<file path="src/rtl/dram_wb_pkg.sv">
// Shared types and width helpers for the DRAM Wishbone width adapter.
// The optional line buffer is enabled by defining DRAM_WB_LINE_BUFFER_EN.
package dram_wb_pkg;

  localparam int HDW = 32;
  localparam int DDW = 256;
  localparam int DAW = 25;
  localparam int HAW = 32;

  function automatic int ofs_w(input int ddw);
    return $clog2(ddw / 8);
  endfunction

  function automatic int lsb_w(input int hdw);
    return $clog2(hdw / 8);
  endfunction

  function automatic int lane_w(input int hdw, input int ddw);
    return (ddw > hdw) ? $clog2(ddw / hdw) : 1;
  endfunction

  localparam int LNW = lane_w(HDW, DDW);

  typedef enum logic [1:0] {
    ST_IDLE,
    ST_DRAM_REQ,
    ST_RESP
  } state_e;

  typedef struct packed {
    logic             we;
    logic [DAW-1:0]   line;
    logic [LNW-1:0]   lane;
    logic [HDW-1:0]   data;
    logic [HDW/8-1:0] sel;
  } req_t;

endpackage

</file>
<file path="src/rtl/dram_wb_line_buffer.sv">
// Single-line read buffer: storage, tag compare and write-through byte merge.
// Instantiated by the adapter only when DRAM_WB_LINE_BUFFER_EN is defined.
module dram_wb_line_buffer
  import dram_wb_pkg::*;
#(
  parameter int DW = DDW,
  parameter int AW = DAW
) (
  input  logic          clk_i,
  input  logic          rst_i,
  input  logic          fill_i,
  input  logic          merge_i,
  input  logic          inval_i,
  input  logic [AW-1:0] wr_line_i,
  input  logic [DW-1:0] fill_data_i,
  input  logic [DW-1:0] merge_data_i,
  input  logic [DW/8-1:0] merge_sel_i,
  input  logic [AW-1:0] look_line_i,
  output logic          hit_o,
  output logic [DW-1:0] line_o
);

  logic          valid_q, valid_d;
  logic [AW-1:0] tag_q, tag_d;
  logic [DW-1:0] data_q, data_d;

  always_comb begin
    valid_d = valid_q;
    tag_d   = tag_q;
    data_d  = data_q;
    unique case (1'b1)
      inval_i: valid_d = 1'b0;
      fill_i: begin
        valid_d = 1'b1;
        tag_d   = wr_line_i;
        data_d  = fill_data_i;
      end
      merge_i: begin
        if (valid_q && (tag_q == wr_line_i)) begin
          for (int b = 0; b < DW / 8; b++) begin
            if (merge_sel_i[b]) data_d[b*8 +: 8] = merge_data_i[b*8 +: 8];
          end
        end
      end
      default: ;
    endcase
  end

  always_ff @(posedge clk_i or posedge rst_i) begin
    if (rst_i) begin
      valid_q <= 1'b0;
      tag_q   <= '0;
      data_q  <= '0;
    end else begin
      valid_q <= valid_d;
      tag_q   <= tag_d;
      data_q  <= data_d;
    end
  end

  assign hit_o  = valid_q && (tag_q == look_line_i);
  assign line_o = data_q;

endmodule

</file>
<file path="src/rtl/dram_wb_adapter.sv">
// Narrow host Wishbone to 256-bit LiteDRAM user port, with err/timeout.
// Define DRAM_WB_LINE_BUFFER_EN to serve repeated line reads from a buffer.
module dram_wb_adapter
  import dram_wb_pkg::*;
#(
  parameter int HOST_DATA_WIDTH = HDW,
  parameter int DRAM_DATA_WIDTH = DDW,
  parameter int DRAM_ADDR_WIDTH = DAW,
  parameter int HOST_ADDR_WIDTH = HAW,
  parameter int TIMEOUT_CYCLES  = 1024
) (
  input  logic                         user_clk,
  input  logic                         user_rst,
  input  logic                         initialized,
  input  logic                         cyc_i,
  input  logic                         stb_i,
  input  logic                         we_i,
  input  logic [HOST_ADDR_WIDTH-1:0]   addr_i,
  input  logic [HOST_DATA_WIDTH-1:0]   data_i,
  input  logic [HOST_DATA_WIDTH/8-1:0] sel_i,
  output logic [HOST_DATA_WIDTH-1:0]   data_o,
  output logic                         ack_o,
  output logic                         err_o,
  output logic                         dram_cyc_o,
  output logic                         dram_stb_o,
  output logic                         dram_we_o,
  output logic [DRAM_ADDR_WIDTH-1:0]   dram_adr_o,
  output logic [DRAM_DATA_WIDTH-1:0]   dram_dat_w_o,
  output logic [DRAM_DATA_WIDTH/8-1:0] dram_sel_o,
  input  logic [DRAM_DATA_WIDTH-1:0]   dram_dat_r_i,
  input  logic                         dram_ack_i,
  input  logic                         dram_err_i,
  output logic                         busy_o,
  output logic                         timeout_o
);

  localparam int OFS   = ofs_w(DRAM_DATA_WIDTH);
  localparam int LSB   = lsb_w(HOST_DATA_WIDTH);
  localparam int LANES = DRAM_DATA_WIDTH / HOST_DATA_WIDTH;
  localparam int HSW   = HOST_DATA_WIDTH / 8;
  localparam int CW    = $clog2(TIMEOUT_CYCLES);
  localparam logic [CW-1:0] WAIT_LAST = CW'(TIMEOUT_CYCLES - 1);

  state_e                     st_q, st_d;
  req_t                       req_q, req_d;
  logic [CW-1:0]              wait_q, wait_d;
  logic [HOST_DATA_WIDTH-1:0] rdat_q, rdat_d;
  logic                       err_q, err_d;
  logic                       to_q, to_d;

  logic fill, merge, inval, hit;
  logic in_req, req_v;
  logic [DRAM_ADDR_WIDTH-1:0] line_in;
  logic [LNW-1:0]             lane_in;

  logic [LANES-1:0][HOST_DATA_WIDTH-1:0] rd_lanes, buf_lanes;
  logic [LANES-1:0][HSW-1:0]             wsel;

  logic unused_addr;

  assign req_v    = cyc_i & stb_i & initialized;
  assign line_in  = addr_i[OFS +: DRAM_ADDR_WIDTH];
  assign lane_in  = addr_i[OFS-1:LSB];
  assign rd_lanes = dram_dat_r_i;

  assign unused_addr = ^{addr_i[HOST_ADDR_WIDTH-1:OFS+DRAM_ADDR_WIDTH],
                         addr_i[LSB-1:0]};

`ifdef DRAM_WB_LINE_BUFFER_EN
  logic [DRAM_DATA_WIDTH-1:0] buf_line;

  dram_wb_line_buffer #(
    .DW(DRAM_DATA_WIDTH),
    .AW(DRAM_ADDR_WIDTH)
  ) u_buf (
    .clk_i       (user_clk),
    .rst_i       (user_rst),
    .fill_i      (fill),
    .merge_i     (merge),
    .inval_i     (inval),
    .wr_line_i   (req_q.line),
    .fill_data_i (dram_dat_r_i),
    .merge_data_i(dram_dat_w_o),
    .merge_sel_i (dram_sel_o),
    .look_line_i (line_in),
    .hit_o       (hit),
    .line_o      (buf_line)
  );

  assign buf_lanes = buf_line;
`else
  logic unused_buf;

  assign unused_buf = fill ^ merge ^ inval;
  assign hit        = 1'b0;
  assign buf_lanes  = '0;
`endif

  always_comb begin
    st_d   = st_q;
    req_d  = req_q;
    wait_d = '0;
    rdat_d = rdat_q;
    err_d  = err_q;
    to_d   = to_q;
    fill   = 1'b0;
    merge  = 1'b0;
    inval  = 1'b0;
    unique case (st_q)
      ST_IDLE: begin
        if (req_v) begin
          req_d.we   = we_i;
          req_d.line = line_in;
          req_d.lane = lane_in;
          req_d.data = data_i;
          req_d.sel  = sel_i;
          if (!we_i && hit) begin
            st_d   = ST_RESP;
            rdat_d = buf_lanes[lane_in];
            err_d  = 1'b0;
            to_d   = 1'b0;
          end else begin
            st_d = ST_DRAM_REQ;
          end
        end
      end
      ST_DRAM_REQ: begin
        wait_d = wait_q + 1'b1;
        // err outranks ack, ack outranks the timeout
        if (dram_err_i) begin
          st_d  = ST_RESP;
          err_d = 1'b1;
          to_d  = 1'b0;
          inval = 1'b1;
        end else if (dram_ack_i) begin
          st_d   = ST_RESP;
          err_d  = 1'b0;
          to_d   = 1'b0;
          rdat_d = rd_lanes[req_q.lane];
          fill   = ~req_q.we;
          merge  = req_q.we;
        end else if (wait_q == WAIT_LAST) begin
          st_d  = ST_RESP;
          err_d = 1'b1;
          to_d  = 1'b1;
          inval = 1'b1;
        end
      end
      ST_RESP: st_d = ST_IDLE;
      default: st_d = ST_IDLE;
    endcase
  end

  always_ff @(posedge user_clk or posedge user_rst) begin
    if (user_rst) begin
      st_q   <= ST_IDLE;
      req_q  <= '0;
      wait_q <= '0;
      rdat_q <= '0;
      err_q  <= 1'b0;
      to_q   <= 1'b0;
    end else begin
      st_q   <= st_d;
      req_q  <= req_d;
      wait_q <= wait_d;
      rdat_q <= rdat_d;
      err_q  <= err_d;
      to_q   <= to_d;
    end
  end

  always_comb begin
    wsel             = '0;
    wsel[req_q.lane] = req_q.sel;
  end

  assign in_req       = (st_q == ST_DRAM_REQ);
  assign dram_cyc_o   = in_req;
  assign dram_stb_o   = in_req;
  assign dram_we_o    = in_req & req_q.we;
  assign dram_adr_o   = in_req ? req_q.line : '0;
  assign dram_dat_w_o = in_req ? {LANES{req_q.data}} : '0;
  assign dram_sel_o   = !in_req  ? '0 :
                        req_q.we ? wsel : '1;

  assign data_o    = rdat_q;
  assign ack_o     = (st_q == ST_RESP) & ~err_q;
  assign err_o     = (st_q == ST_RESP) & err_q;
  assign timeout_o = (st_q == ST_RESP) & to_q;
  assign busy_o    = (st_q != ST_IDLE);

endmodule

</file>
<file path="config.mk">
export PLATFORM = sky130hd
export DESIGN_NAME = dram_wb_adapter
export DESIGN_NICKNAME = d
export VERILOG_FILES = /design/src/rtl/dram_wb_pkg.sv /design/src/rtl/dram_wb_line_buffer.sv /design/src/rtl/dram_wb_adapter.sv
export SDC_FILE = /design/constraint.sdc
export NUM_CORES = 1
export LEC_CHECK = 0
export ABC_AREA = 1
export BUFFER_PORTS_ARGS = -buffer_cell sky130_fd_sc_hd__buf_4
export CAP_MARGIN = 20
export CORE_AREA = 2 2 269 271
export CTS_CLUSTER_SIZE = 10
export DETAILED_ROUTE_END_ITERATION = 6
export DIE_AREA = 0 0 271 273
export SYNTH_ARGS = -nofsm -noshare
export SYNTH_HDL_FRONTEND = slang
export SYNTH_SLANG_ARGS = --single-unit
</file>
<file path="constraint.sdc">
create_clock -name user_clk -period 3.05 [get_ports user_clk]
set_input_delay 0.305 -clock user_clk [delete_from_list [all_inputs] [get_ports user_clk]]
set_output_delay 0.305 -clock user_clk [all_outputs]
set_load 0.05 [all_outputs]
</file>
==> impl_metrics.tcl, run 1 <==
set metrics [dict create \
    max_slew_margin 0.443 \
    r2r_start "req_q[36]" \
    ant_nets 0 \
    yosys_warnings 0 \
    ir_worst_vdd_v 0.000367 \
    clockBufferDepth 2 \
    gp_congestion 0.863 \
    grt_max_degree 132 \
    synth_area_sq_um 9570 \
    combPwrFrac 0.583 \
    holdBufCountCts 0 \
    clkPwrFrac 0.154 \
    grt_pass1_vias 9746 \
    min_path_type "input port to async pin" \
    dieArea_sq_um 74000 \
    portBuffers 679 \
    path_class "register to output port" \
    yosysSeqAreaShare 0.290 \
    grt_pass1_wl_microns 57400 \
    final_cell_area_sq_um 14400 \
    r2r_slack_ns 1.04 \
    antenna_found_initial 3 \
    clockRootBuffer "clkbuf_16" \
    fin_crit_sh 0.812 \
    post_drt_wl_per_cell_microns 13.5 \
    finalCriticalPeriod_ns 2.48 \
    postCtsSetupBuffers 0 \
    clock.fmax_mhz 404 \
    die_x_microns 271 \
    max_cap_violations 0 \
    coreArea_sq_um 71000 \
    crit_path_end_kind "output port" \
    status "finished, final reports clean" \
    nets 2335 \
    routed-via-count 10400 \
    grt_use_total 0.102 \
    wirelength_microns 40100 \
    fin_skew_ns 0.0224 \
    syn_inst 1592 \
    final_common_cell "nand2_1" \
    drcViolationCount 0 \
    num_rows 98 \
    cts_resized 0 \
    pwr_density_cell_nw_per_um2 554 \
    n_fill_cell 8172 \
    final_max_slew_viol_count 0 \
    gr-total-overflow 0 \
    tritoncts.num_buffers 9 \
    setup_viol 0 \
    h-tree-depth 3 \
    r2r_end "data_o[31]" \
    synthToLayoutAreaGrowth_pct 50.0 \
    switching_share 0.519 \
    critPathMaxFanout 71 \
    syn_nets 1925 \
    internal_power_mw 3.82 \
    synth.distinct_cells 23 \
    clk_pin_slew_worst_paths_ns 0.08 \
    setup_tns_ns 0 \
    start_util 0.135 \
    p_sw_mw 4.13 \
    grt_setup_unrepaired "false" \
    crit_required_ns 2.74 \
    ios 684 \
    hold_viol 0 \
    dp_hpwl_microns 31000 \
    worst_pin_slew_ns 0.835 \
    holdWs_ns 0.0952 \
    cp.arrival_ns 2.17 \
    total_power_mw 7.96 \
    clk_latency_ns 0.40 \
    clock_sinks 111 \
    final_cell_mix "nand2_1, buf_4, nor2_1" \
    firstDrtPassIters 5 \
    via_per_inst 3.51 \
    die_h_microns 273 \
    cts_tree "yes" \
    synth.avg_cell_area_sq_um 6.01 \
    drt_iter0_markers 410 \
    worstSetupStartpointType "register" \
    p_leak_nw 8.37 \
    ff2ff_path_depth 10 \
    place_area_sq_um 14100 \
    seqPwrFrac 0.263 \
    layout-drive-gt1-share 0.372 \
    synth_seq_cells 111 \
]
==> critical path, cell delays in order, from the launching register on <==
cell,delay [ns]
dfrtp_1,0.42
nor2_4,0.13
clkinv_2,0.08
buf_12,0.18
nor2_1,0.56
buf_4,0.32
==> power groups by stage <==
stage               clock network, mW  logic, mW  registers [mW]
finish                           1.23       4.64            2.09
global route                     1.37       5.04            2.15
CTS                              1.32       4.71            2.11
detailed placement                  0       4.70            2.13
global placement                    0       4.69            2.12
floorplan                           0       2.87            2.54
==> per-layer routing <==
metal	vias up	track usage	part of all wire
met3	30	0.0275	0.064
li1	5355	-	-
met5	-	0	0
met2	315	0.164	0.46
met1	4695	0.134	0.46
met4	0	0.0265	0.016
==> stage by stage <==
step / utilization / cells / setup slack [ns]
finish: 0.202 / 2958 / 0.575
detailed placement: 0.198 / 2941 / 0.951
floorplan: - / 1592 / 0.274
global route: 0.202 / 2956 / 0.359
CTS: 0.202 / 2956 / 0.506
global placement: 0.198 / 2941 / 0.976
==> registers in the layout, indices dropped and copies added (netlist names) <==
signal / cells
data_o: 32
err_q: 1
req_q: 65
st_q: 2
to_q: 1
wait_q: 10
==> cell usage after synthesis (all sizes together) <==
library cell	count	area [sq um]
o21a	1	7.51
ha	1	12.5
nand2	820	3080
a21oi	101	505
nand4	1	6.26
and3	1	6.26
inv	82	310
o21ai	8	40.0
clkbuf	31	116
nor2	136	518
nand3	4	20.0
dfrtp	111	2780
nor3	12	144
buf	283	2030
==> how the worst max path moves through the flow <==
stage,from,end,slack [ns],cells past startpoint
floorplan,st_q[1],dram_dat_w_o[100],0.27,6
global placement,req_q[36],dram_sel_o[15],0.98,6
detailed placement,req_q[36],dram_sel_o[13],0.95,6
CTS,req_q[36],dram_sel_o[13],0.51,6
global route,req_q[36],dram_sel_o[15],0.36,6
finish,st_q[1],dram_dat_w_o[60],0.57,5
==> logic make-up after synthesis <==
family                     count (synthesis)  share of synthesized area
AOI/OAI and AO/OA                        110                     0.0578
adders and majority gates                  1                    0.00131
buffers and inverters                    396                      0.256
DFF                                      111                      0.290
and+or+nand+nor                          974                      0.394
==> final cells by class <==
type,count,area (sq um),area share
antenna,2,5.00,0.000349
clock buffer,9,225,0.0157
clock inverter,6,53.8,0.00375
inverter,82,315,0.0220
multi-input combinational,1085,4340,0.302
sequential,111,2790,0.194
tap,950,1190,0.0828
timing repair buffer,713,5440,0.379
Note: power is estimated with default switching activity, not from simulation.
==> run 2: changes to the inputs <==
==> constraint.sdc (replaced) <==
create_clock -name user_clk -period 2 [get_ports user_clk]
set_input_delay 0.2 -clock user_clk [delete_from_list [all_inputs] [get_ports user_clk]]
set_output_delay 0.2 -clock user_clk [all_outputs]
set_load 0.05 [all_outputs]
==> run 2 against run 1 <==
Effect of this change: the run now ends with negative setup slack left; cell count increased by 2.1%; critical path type unchanged; register-to-register slack got worse by 0.88 ns; power rose by 67%; core utilization up 3.9 points; global-route usage is 0.41 points higher; wire length up 13%; sequential power is 46% higher; clock power is 61% higher; critical path depth grew 2.
==> impl_metrics.tcl, run 2 (synthesized netlist as in run 1, its figures left out) <==
set metrics [dict create \
    max_stage_delay_ns 0.38 \
    gp_congestion 0.855 \
    finalCoreUtilization 0.241 \
    insertedDiodeCount 0 \
    place_area_sq_um 14600 \
    final_cell_mix "nand2_1, buf_4, buf_8" \
    finalCriticalPeriod_ns 2.04 \
    clockRootBuffer "clkbuf_16" \
    largest_reg_flops 65 \
    grt_max_degree 66 \
    path_delay_family "buffers and inverters" \
    min_to "req_q[9]" \
    gr-total-overflow 0 \
    min_path_type "input port to register" \
    clock_sinks 111 \
    wirelength_microns 45100 \
    path_cells "inv_2 > nor2_4 > inv_8 > clkbuf_16 > nor2_1 > buf_6 > buf_8" \
    worst_pin_slew_ns 0.731 \
    hold_start "data_i[5]" \
    grt_setup_unrepaired "true" \
    routed-via-count 10900 \
    layout-drive-gt1-share 0.424 \
    num_rows 98 \
    worstSetupStartpointType "register" \
    pwr_density_cell_nw_per_um2 776 \
    fin_skew_ns 0.0174 \
    dieArea_sq_um 74000 \
    r2r_slack_ns 0.16 \
    tritoncts.num_buffers 9 \
    final_common_cell "nand2_1" \
    violations "negative setup slack" \
    status "complete, but fails checks" \
    holdWs_ns 0.0500 \
    grt_pass1_wl_microns 59900 \
    ff2ff_path_depth 11 \
    worst_slack_ns -0.0391 \
    largest_register "req_q" \
    final_max_slew_viol_count 0 \
    max_cap_violations 0 \
    portBuffers 679 \
    cts_tree "yes" \
    coreArea_sq_um 71000 \
    crit_required_ns 1.80 \
    grt_pass1_vias 10100 \
    firstDrtPassIters 4 \
    crit_buf_inv 5 \
    antenna_found_initial 4 \
    die_h_microns 273 \
    grt_use_total 0.106 \
    final_cell_area_sq_um 17100 \
    crit_path_end_kind "output port" \
    cp.arrival_ns 1.84 \
    via_per_inst 3.62 \
    r2r_start "req_q[36]" \
    clockBufferDepth 2 \
    r2r_end "data_o[5]" \
    hold_viol 0 \
    h-tree-depth 3 \
    clk_pin_slew_worst_paths_ns 0.09 \
    critPathMaxFanout 10 \
    dp_hpwl_microns 32300 \
    start_util 0.135 \
    nets 2397 \
    p_leak_nw 9.25 \
    synthToLayoutAreaGrowth_pct 78.8 \
    drcViolationCount 0 \
    clk_latency_ns 0.39 \
    post_drt_wl_per_cell_microns 14.9 \
    hold_path_depth 3 \
    path_class "register to output port" \
    clock.fmax_mhz 490 \
    drt_iter0_markers 552 \
    max_slew_margin 0.512 \
    setup_viol 54 \
    dp_slack_ns 0.168 \
    ant_nets 0 \
    fin_crit_sh 1.02 \
    die_x_microns 271 \
    ir_worst_vdd_v 0.000333 \
    cp_slowest_cell "dfrtp_1" \
    ios 684 \
]
[run 2: cell types whose count changed in the layout (fill, tap and decap cells not counted), sizes merged]
cell	change
inv	+1
clkbuf	+5
diode	-2
clkinvlp	-1
buf	+56
bufbuf	+1
dlygate4sd3	+1
[run 2: worst max-delay path by stage]
| stage | end | slack [ns] | depth (start not counted) | startpoint |
|---|---|---|---|---|
| after floorplan | dram_dat_w_o[109] | -0.62 | 6 | st_q[1] |
| after global placement | dram_sel_o[4] | 0.16 | 6 | req_q[36] |
| after detailed placement | dram_sel_o[4] | 0.17 | 6 | req_q[36] |
| after CTS | dram_sel_o[3] | -0.11 | 6 | req_q[36] |
| after global routing | dram_dat_w_o[120] | -0.14 | 7 | st_q[0] |
| final | dram_dat_w_o[120] | -0.04 | 7 | st_q[0] |
[run 2: through the flow]
| stage | instances | setup TNS (ns) | total power, mW |
|---|---|---|---|
| finish | 3019 | -1.23 | 13.3 |
| global route | 3019 | -18.14 | 14.2 |
| CTS | 3011 | -8.08 | 12.8 |
| global placement | 2984 | 0 | 10.5 |
| floorplan | 1592 | -126.66 | 8.33 |
| detailed placement | 2984 | 0 | 10.6 |
[run 2: layer usage]
layer  vias up  global-route usage  routed length, microns
li1       5487                   -                       -
met5         -                   0                      30
met1      5076               0.141                   19800
met3        42              0.0235                    2320
met4         4              0.0321                     797
met2       332               0.170                   22100
[run 2: what timing repair did]
item,4_1_cts,5_1_grt
endpoints found under the hold margin,10,0
endpoints found under the setup margin,249,283
hold buffers,1,0
gates cloned,1,5
setup buffers,9,6
gates resized for setup,48,477
pin swaps,13,22
[run 2: layout make-up]
cell class	count	area, sq um
sequential	111	2790
clock buffer	10	229
tap	950	1190
fill	7854	53900
clock inverter	6	67.6
multi-input combinational	1085	4620
inverter	82	332
timing repair buffer	775	7890
[run 2: tightest hold or removal path: cells and delay by family]
kind / cells / cell delay, ns
AO/OA/AOI/OAI: 1 / 0.09
buffers and inverters: 1 / 0.08
AND/OR/NAND/NOR: 1 / 0.03
[run 2: power by group]
group / switching, mW / internal (mW) / leakage (nW)
clock network: 1.09 / 0.887 / 0.143
logic: 5.37 / 2.88 / 7.80
registers: 0.283 / 2.77 / 1.31
==> run 3: changes to the inputs <==
==> constraint.sdc (replaced) <==
create_clock -name user_clk -period 2 [get_ports user_clk]
set_input_delay 0.2 -clock user_clk [delete_from_list [all_inputs] [get_ports user_clk]]
set_output_delay 0.2 -clock user_clk [all_outputs]
set_load 0.02 [all_outputs]
==> run 3 against run 2 <==
Effect of this change: the flow still finishes with violations (negative setup slack); non-clock buffer count rose by 51; combinational power shrank 12%; die area is the same; hold slack lost 0.0044 ns; critical path depth stayed put.
==> impl_metrics.tcl, run 3 (synthesized netlist as in run 1, its figures left out) <==
set metrics [dict create \
    min_path_type "input port to register" \
    grt_pass1_vias 10500 \
    final_cell_mix "nand2_1, buf_4, buf_6" \
    path_class "register to output port" \
    wirelength_microns 47500 \
    cp.arrival_ns 1.89 \
    tritoncts.num_buffers 9 \
    coreArea_sq_um 71000 \
    crit_required_ns 1.80 \
    status "complete, but fails checks" \
    clockRootBuffer "clkbuf_16" \
    nets 2449 \
    n_fill_cell 7836 \
    r2r_slack_ns 0.13 \
    hold_path_depth 3 \
    ff2ff_path_depth 12 \
    cp_common_cell "nor2_4" \
    clk_pin_slew_worst_paths_ns 0.09 \
    dp_cells 2976 \
    cts_tree "yes" \
    worst_slack_ns -0.0859 \
    dp_hpwl_microns 32700 \
    ir_worst_vdd_v 0.000473 \
    path_cells "nor2_4 > buf_6 > clkinv_8 > buf_16 > buf_8 > nor2_4 > buf_4" \
    grt_max_degree 59 \
    h-tree-depth 3 \
    clk_latency_ns 0.40 \
    portBuffers 679 \
    finalCriticalPeriod_ns 2.09 \
    firstDrtPassIters 5 \
    num_rows 98 \
    min_to "req_q[32]" \
    ios 684 \
    antenna_found_initial 6 \
    violations "negative setup slack" \
    routed-via-count 11200 \
    r2r_start "req_q[36]" \
    max_stage_delay_ns 0.41 \
    ant_nets 0 \
    worst_pin_slew_ns 0.789 \
    path_delay_family "buffers and inverters" \
    post_drt_wl_per_cell_microns 15.4 \
    layout-drive-gt1-share 0.450 \
    grt_setup_unrepaired "true" \
    fin_skew_ns 0.0206 \
    die_x_microns 271 \
    largest_reg_flops 65 \
    drcViolationCount 0 \
    cp_slowest_cell "dfrtp_1" \
    dieArea_sq_um 74000 \
    path_depth 7 \
    clock_sinks 111 \
    p_leak_nw 9.52 \
    gr-total-overflow 0 \
    seqPwrFrac 0.250 \
    hold_viol 0 \
    start_util 0.135 \
    pwr_density_cell_nw_per_um2 708 \
    holdWs_ns 0.0456 \
    grt_use_total 0.116 \
    synthToLayoutAreaGrowth_pct 85.2 \
    switching_share 0.437 \
    final_cells 3075 \
    crit_buf_inv 5 \
    max_cap_violations 0 \
    setup_viol 128 \
    hold_start "data_i[28]" \
    worstSetupStartpointType "register" \
    r2r_end "data_o[7]" \
    clock.fmax_mhz 479 \
    p_sw_mw 5.48 \
    gp_congestion 0.870 \
    final_common_cell "nand2_1" \
    clockBufferDepth 2 \
    final_max_slew_viol_count 0 \
    largest_register "req_q" \
    internal_power_mw 7.06 \
    drt_iter0_markers 546 \
    critPathMaxFanout 8 \
    die_h_microns 273 \
    fin_crit_sh 1.04 \
    grt_pass1_wl_microns 64600 \
    max_slew_margin 0.473 \
    via_per_inst 3.66 \
    clkPwrFrac 0.172 \
    combPwrFrac 0.578 \
    crit_path_end_kind "output port" \
]
[run 3: final cells by class]
class                   instances  area, sq um  area share
clock buffers                   9          225      0.0127
flip-flops and latches        111         2790       0.157
diodes                          4         10.0    0.000565
repair buffers                826         8120       0.458
well taps                     950         1190      0.0671
repair inverters                1         16.3    0.000918
multi-input cells            1085         4920       0.278
clock inverters                 7          104     0.00586
inverters                      82          347      0.0196
[run 3: power by group through the flow]
stage                     combinational (mW)  clock (mW)  sequential (mW)
after CTS                               6.94        2.27             3.15
after detailed placement                5.86           0             3.18
after floorplan                         3.41           0             3.31
after global routing                    7.85        2.33             3.20
final                                   7.25        2.16             3.13
after global placement                  5.86           0             3.16
[run 3: how the worst max path moves through the flow]
stage / from / to / slack, ns
6_report: st_q[1] / dram_dat_w_o[50] / -0.09
5_1_grt: st_q[1] / dram_dat_w_o[50] / -0.17
4_1_cts: st_q[0] / dram_dat_w_o[91] / -0.16
3_5_place_dp: st_q[1] / dram_dat_w_o[101] / -0.13
3_3_place_gp: st_q[1] / dram_dat_w_o[101] / -0.12
2_1_floorplan: st_q[1] / dram_dat_w_o[100] / -0.06
[run 3: routing by layer]
metal  track usage  up-vias  share of wire
met5             0        -              0
met1         0.156     5212           0.44
li1              -     5598              -
met4        0.0291        0          0.016
met3        0.0272       41          0.062
met2         0.188      389           0.48
[run 3: per-stage QoR]
step | area, sq um | setup slack (ns) | total power [mW] | util | setup TNS (ns)
2_1_floorplan | 9570 | -0.0599 | 6.72 | - | -11.75
3_3_place_gp | 14400 | -0.120 | 9.02 | 0.203 | -4.25
3_5_place_dp | 14400 | -0.127 | 9.04 | 0.203 | -5.97
4_1_cts | 16700 | -0.158 | 12.4 | 0.235 | -13.85
5_1_grt | 17700 | -0.170 | 13.4 | 0.249 | -22.59
6_report | 17700 | -0.0859 | 12.5 | 0.250 | -3.59
[run 3: timing repair]
action,CTS,global route
buffers inserted,49,23
hold endpoints to repair,6,0
gates cloned,9,1
pin swaps,19,30
resized for setup,286,218
hold buffers,1,0
endpoints found under the setup margin,312,295
[run 3: tightest hold or removal path: cells and delay by family]
kind / cells / cell delay, ns
buffers and inverters: 1 / 0.08
and+or+nand+nor: 1 / 0.03
AOI/OAI and AO/OA: 1 / 0.09
